$ cat src/rtl/morra_pkg.sv
// Shared types and the move-dominance helper for the morra cinese controller.
package morra_pkg;

    typedef enum logic [1:0] {
        NONE    = 2'b00,
        SASSO   = 2'b01,
        CARTA   = 2'b10,
        FORBICE = 2'b11
    } move_t;

    // Used for both the per-manche result and the match result.
    typedef enum logic [1:0] {
        INV  = 2'b00,
        P1   = 2'b01,
        P2   = 2'b10,
        DRAW = 2'b11
    } res_t;

    typedef enum logic [1:0] {
        IDLE = 2'b00,
        PLAY = 2'b01,
        DONE = 2'b10
    } state_t;

    // True when move a defeats move b (sasso>forbice, forbice>carta, carta>sasso).
    function automatic logic beats(input move_t a, input move_t b);
        return ((a == SASSO)   && (b == FORBICE)) ||
               ((a == FORBICE) && (b == CARTA))   ||
               ((a == CARTA)   && (b == SASSO));
    endfunction

endpackage

$ cat src/rtl/morra_judge.sv
// Combinational judge for one manche: validity (missing move, banned repeat) and winner.
module morra_judge
    import morra_pkg::*;
(
    input  logic [1:0] primo,
    input  logic [1:0] secondo,
    input  logic       ban_valid,
    input  logic       ban_player,   // 0: primo holds the ban, 1: secondo
    input  logic [1:0] ban_move,
    output res_t       res
);

    // Judge the move pair against the repeat ban and the dominance rule.
    always_comb begin
        res = INV;
        if ((primo == 2'b00) || (secondo == 2'b00)) begin
            res = INV;
        end else if (ban_valid && !ban_player && (primo == ban_move)) begin
            res = INV;
        end else if (ban_valid && ban_player && (secondo == ban_move)) begin
            res = INV;
        end else if (primo == secondo) begin
            res = DRAW;
        end else if (beats(move_t'(primo), move_t'(secondo))) begin
            res = P1;
        end else begin
            res = P2;
        end
    end

endmodule

$ cat src/rtl/morra_cinese_param.sv
// Parametrised morra cinese match controller: config load, per-manche judging, lead/count tracking and end rule.
module morra_cinese_param
    import morra_pkg::*;
#(
    parameter int unsigned MAX_BASE   = 4,
    parameter int unsigned MIN_MANCHE = 4,
    parameter int unsigned LEAD_WIN   = 2,
    parameter int unsigned BAN_REPEAT = 1,
    parameter int unsigned CNT_W      = 5,
    parameter int unsigned LEAD_W     = CNT_W + 1
) (
    input  logic                     clk,
    input  logic                     rst,
    input  logic [1:0]               primo,
    input  logic [1:0]               secondo,
    input  logic                     inizia,
    output logic [1:0]               manche,
    output logic [1:0]               partita,
    output logic signed [LEAD_W-1:0] vantaggio,
    output logic [CNT_W-1:0]         n_manche
);

    state_t                     state_q, state_d;
    logic [CNT_W-1:0]           max_q, max_d;
    logic [CNT_W-1:0]           cnt_q, cnt_d;
    logic signed [LEAD_W-1:0]   lead_q, lead_d;
    logic                       ban_valid_q, ban_valid_d;
    logic                       ban_player_q, ban_player_d;
    logic [1:0]                 ban_move_q, ban_move_d;
    res_t                       manche_q, manche_d;
    res_t                       partita_q, partita_d;
    logic [LEAD_W-1:0]          lead_abs;
    res_t                       judge_res;
    logic                       ban_en;

    assign ban_en = ban_valid_q && (BAN_REPEAT != 0);

    morra_judge u_judge (
        .primo      (primo),
        .secondo    (secondo),
        .ban_valid  (ban_en),
        .ban_player (ban_player_q),
        .ban_move   (ban_move_q),
        .res        (judge_res)
    );

    // Next-state: restart on inizia, otherwise judge one manche per clock while in PLAY.
    always_comb begin
        state_d      = state_q;
        max_d        = max_q;
        cnt_d        = cnt_q;
        lead_d       = lead_q;
        ban_valid_d  = ban_valid_q;
        ban_player_d = ban_player_q;
        ban_move_d   = ban_move_q;
        manche_d     = INV;
        partita_d    = partita_q;
        lead_abs     = '0;

        if (inizia) begin
            max_d       = CNT_W'({primo, secondo}) + CNT_W'(MAX_BASE);
            cnt_d       = '0;
            lead_d      = '0;
            ban_valid_d = 1'b0;
            partita_d   = INV;
            state_d     = PLAY;
        end else if ((state_q == PLAY) && (judge_res != INV)) begin
            cnt_d    = cnt_q + CNT_W'(1);
            manche_d = judge_res;
            unique case (judge_res)
                P1: begin
                    lead_d       = lead_q + LEAD_W'(1);
                    ban_valid_d  = 1'b1;
                    ban_player_d = 1'b0;
                    ban_move_d   = primo;
                end
                P2: begin
                    lead_d       = lead_q - LEAD_W'(1);
                    ban_valid_d  = 1'b1;
                    ban_player_d = 1'b1;
                    ban_move_d   = secondo;
                end
                default: ban_valid_d = 1'b0;
            endcase

            lead_abs = lead_d[LEAD_W-1] ? LEAD_W'(-lead_d) : LEAD_W'(lead_d);

            // End rule on the post-update count and lead; both conditions share the same verdict.
            if ((cnt_d == max_q) ||
                ((cnt_d >= CNT_W'(MIN_MANCHE)) && (lead_abs >= LEAD_W'(LEAD_WIN)))) begin
                state_d = DONE;
                if (lead_d == '0)          partita_d = DRAW;
                else if (lead_d[LEAD_W-1]) partita_d = P2;
                else                       partita_d = P1;
            end
        end
    end

    // State and output registers with asynchronous reset.
    always_ff @(posedge clk or posedge rst) begin
        if (rst) begin
            state_q      <= IDLE;
            max_q        <= '0;
            cnt_q        <= '0;
            lead_q       <= '0;
            ban_valid_q  <= 1'b0;
            ban_player_q <= 1'b0;
            ban_move_q   <= 2'b00;
            manche_q     <= INV;
            partita_q    <= INV;
        end else begin
            state_q      <= state_d;
            max_q        <= max_d;
            cnt_q        <= cnt_d;
            lead_q       <= lead_d;
            ban_valid_q  <= ban_valid_d;
            ban_player_q <= ban_player_d;
            ban_move_q   <= ban_move_d;
            manche_q     <= manche_d;
            partita_q    <= partita_d;
        end
    end

    assign manche    = manche_q;
    assign partita   = partita_q;
    assign vantaggio = lead_q;
    assign n_manche  = cnt_q;

endmodule

$ cat config.mk
export PLATFORM = sky130hd
export DESIGN_NAME = morra_cinese_param
export DESIGN_NICKNAME = d
export VERILOG_FILES = /design/src/rtl/morra_pkg.sv /design/src/rtl/morra_judge.sv /design/src/rtl/morra_cinese_param.sv
export SDC_FILE = /design/constraint.sdc
export NUM_CORES = 1
export LEC_CHECK = 0
export ABC_AREA = 1
export CAP_MARGIN = 20
export CORE_ASPECT_RATIO = 2
export CORE_MARGIN = 8
export CORE_UTILIZATION = 45
export CTS_CLUSTER_DIAMETER = 150
export CTS_CLUSTER_SIZE = 24
export DETAILED_ROUTE_END_ITERATION = 8
export GPL_TIMING_DRIVEN = 0
export PLACE_DENSITY = 0.75
export SLEW_MARGIN = 20
export SYNTH_ARGS = -nofsm -noshare
export SYNTH_HDL_FRONTEND = slang
export SYNTH_SLANG_ARGS = --single-unit
export TNS_END_PERCENT = 50
$ cat constraint.sdc
create_clock -name clk -period 3.4 [get_ports clk]
set_input_delay 0.68 -clock clk [delete_from_list [all_inputs] [get_ports clk]]
set_output_delay 0.68 -clock clk [all_outputs]
set_load 0.01 [all_outputs]
==> flow_metrics.py <==
metrics = {
    "power_and_ir_drop": {
        "power_density_mw_per_mm2": 643,
        "leakagePower_nw": 1.19,
        "share_seq_of_total_power_pct": 28.3,
        "switching_share_pct": 42.9,
        "combPwrFrac_pct": 56.0,
        "irDropWorstVdd_uv": 484,
        "internal_power_mw": 0.938,
        "p_sw_mw": 0.706,
        "p_clk_share_pct": 15.6,
    },
    "clock_network": {
        "htree_levels": 1,
        "clk_latency_ps": 270,
        "clockBufferDepth": 2,
        "clock_sink_count": 26,
        "cts_tree": "done",
        "postCtsHoldBufs": 0,
        "cts_buffers": 3,
        "cts_root_buf": "clkbuf_8",
        "clk_pin_slew_ps": 90,
    },
    "worst_setup_path": {
        "crit_path_end_kind": "flop",
        "critPathArrivalTime_ps": 3490,
        "r2r_slack_ps": 90,
        "rr_startpoint": "ban_move_q[0]",
        "critPathKind": "primary input to flop",
        "r2r_end": "state_q[0]",
        "crit_required_ps": 3570,
        "path_max_fanout": 6,
        "reg2reg_depth": 22,
        "startpoint_type": "primary input",
    },
    "sta": {
        "skew_ps": 3.13,
        "fin_crit_sh_pct": 97.8,
        "final_hold_viol_count": 0,
        "relSlewSlack_pct": 68.3,
        "finalWorstPathRequiredPeriod_ps": 3320,
        "fmax_mhz": 301,
        "tightest_slew_ps": 476,
        "rsz0062_at_grt": "yes",
        "finalSetupTns_ps": 0,
        "setup_violations": 0,
        "drv_slew": 0,
        "whs_ps": 484,
    },
    "hold_path": {
        "hp-start": "state_q[0]",
        "hold_depth": 2,
        "holdPathEnd": "state_q[0]",
        "worstHoldPathType": "flop to flop",
    },
    "layout": {
        "fillers": 336,
        "syn_to_final_growth_pct": 40.0,
        "multiInputGateArea_mm2": 0.00124,
        "antenna_cells": 0,
        "seqCellArea_um2": 653,
        "final_common_cell": "nand2_1",
        "final_cell_mix": "52 x nand2_1, 24 x dfrtp_1, 23 x nand3_1, 17 x inv_1, 17 x clkdlybuf4s50_1",
        "nets": 295,
        "final_cell_area_mm2": 0.00256,
        "drive_above_1_share_pct": 29.4,
        "instances_no_fill": 324,
        "utilization_pct": 63.8,
    },
    "detailed_routing": {
        "drcViolationCount": 0,
        "via_per_inst": 5.23,
        "vias": 1693,
        "first_pass_iters": 4,
        "wire_per_inst_um": 14.5,
        "antenna_left": 0,
        "drt-total-wl_um": 4690,
        "first_iter_violations": 63,
    },
    "placement": {
        "gp_congestion": 0.911,
        "post-dp-hpwl_um": 3050,
        "placedCellCount": 306,
        "dpl_cell_area_mm2": 0.00214,
        "portBuffers": 21,
    },
    "global_route": {
        "grt_pass1_vias": 1697,
        "antenna_found_initial": 0,
        "grt_start_max_net_pins": 27,
        "grtUsageTotal_pct": 14.2,
        "grt_first_pass_wirelength_um": 7370,
        "grt-ovfl-total": 0,
    },
    "floorplanning": {
        "start_util_pct": 45.6,
        "die_w_um": 61.0,
        "die_h_um": 106,
        "core-area_mm2": 0.00401,
        "num_rows": 33,
        "io_pins": 22,
        "die-area_mm2": 0.00647,
    },
    "synth": {
        "avgSynthCellArea_um2": 7.83,
        "synth_top_area_share_pct": 35.6,
        "netlist_instances": 233,
        "synth_nets": 255,
        "synth_area_leaders": "dfrtp_1 36%, nand2_1 12%, ha_1 9.6%",
        "syn_area_mm2": 0.00183,
        "ys_warn_count": 0,
        "synth_top_cell_by_area": "dfrtp_1",
        "yosysSeqAreaShare_pct": 35.6,
        "ys_ff_latch": 26,
        "synth_cell_types": 32,
    },
    "job": {
        "cap_violations": 0,
    },
    "outcome": {
        "status": "finished clean",
    },
}
-- power by group through the flow --
stage                     Clock [mW]  Combinational [mW]  Sequential (mW)
after floorplan                    0               0.530            0.457
after global placement             0               0.716            0.450
after detailed placement           0               0.737            0.453
after CTS                      0.256               0.779            0.451
after global routing           0.274                1.03            0.478
final                          0.257               0.921            0.466
-- final cells by class --
type	instances	area share, %
Clock buffer	3	1.62
Clock inverter	1	1.17
Timing Repair Buffer	35	13.9
Buffer	3	1.03
Sequential cell	26	25.6
Multi-Input combinational cell	171	48.4
Inverter	33	5.82
Tap cell	52	2.55
-- cell usage after synthesis --
cell       instances
a41oi_4            1
dfrtp_1           26
o21ai_1            1
xor2_1             9
o22ai_1            6
inv_2              5
o21ai_0           15
nor2_1            16
nand2_2            4
nor3b_1            1
fa_1               1
nor4_1             1
buf_6              2
nand2_1           56
clkinv_1           2
nand2_4            3
nand3_2            2
nor2_4             1
inv_1             25
nor2_2             2
inv_4              1
nand3_1           24
ha_1              14
a21oi_1            5
a31o_2             1
o211ai_1           1
o21ai_2            1
xnor2_1            2
nor3_1             1
clkbuf_1           1
nand4_1            1
a2111oi_0          2
-- logic make-up (layout without fill, tap and decap cells) --
logic type / count (synthesis) / count (layout) / synth area share [%]
compound gates: 33 / 33 / 11.7
xor+xnor: 11 / 11 / 5.28
fa+ha+maj: 15 / 15 / 10.7
buf+inv: 36 / 75 / 8.36
flops: 26 / 26 / 35.6
simple gates: 112 / 112 / 28.4
-- per-layer routing --
metal | global-route usage [%] | vias up | share of wire [%]
li1 | - | 840 | -
met1 | 16.9 | 791 | 40
met2 | 24.5 | 52 | 53
met3 | 2.06 | 10 | 5.3
met4 | 4.87 | 0 | 1.7
met5 | 0 | - | 0
-- timing repair --
item | 4_1_cts | 5_1_grt
buffers inserted | 9 | 5
pin swaps | 5 | 18
hold endpoints to repair | 0 | 0
setup endpoints to repair | 11 | 4
resized for setup | 31 | 48
-- flip-flops by register name, summed over array words and instances (netlist names), 2 cells and up --
signal,flops
ban_move_q,2
manche,2
max_q,5
n_manche,5
partita,2
state_q,2
vantaggio,6
-- worst max-delay path by stage --
stage               startpoint         end  slack (ps)
CTS                   primo[1]  state_q[0]         -40
floorplan             primo[1]  partita[1]          10
detailed placement    primo[0]  state_q[0]       -1040
finish                primo[0]  state_q[0]          80
global placement      primo[0]  state_q[0]        -950
global route          primo[0]  state_q[0]        -150
-- per-stage QoR --
stage	power [mW]	setup slack [ps]
4_1_cts	1.49	-44.5
6_report	1.64	76.2
3_5_place_dp	1.19	-1040
3_3_place_gp	1.17	-948
5_1_grt	1.78	-153
2_1_floorplan	0.986	14.5
-- critical path: stages --
cell	delay [ps]
buf_12	100
inv_8	50
o22ai_4	180
a2111oi_4	60
nor4_4	350
o21ai_4	120
ha_4	190
fa_1	500
inv_1	50
o21ai_2	130
buf_4	130
ha_1	220
o21ai_1	80
nor2_1	60
nand2_1	50
nand2_1	50
nand2_1	50
inv_1	30
nand2_1	50
nand2_1	60
nand2_2	100
nand2_4	80
nand2_2	80
nand2_2	40
No activity file was read; power rests on OpenSTA's default activity.
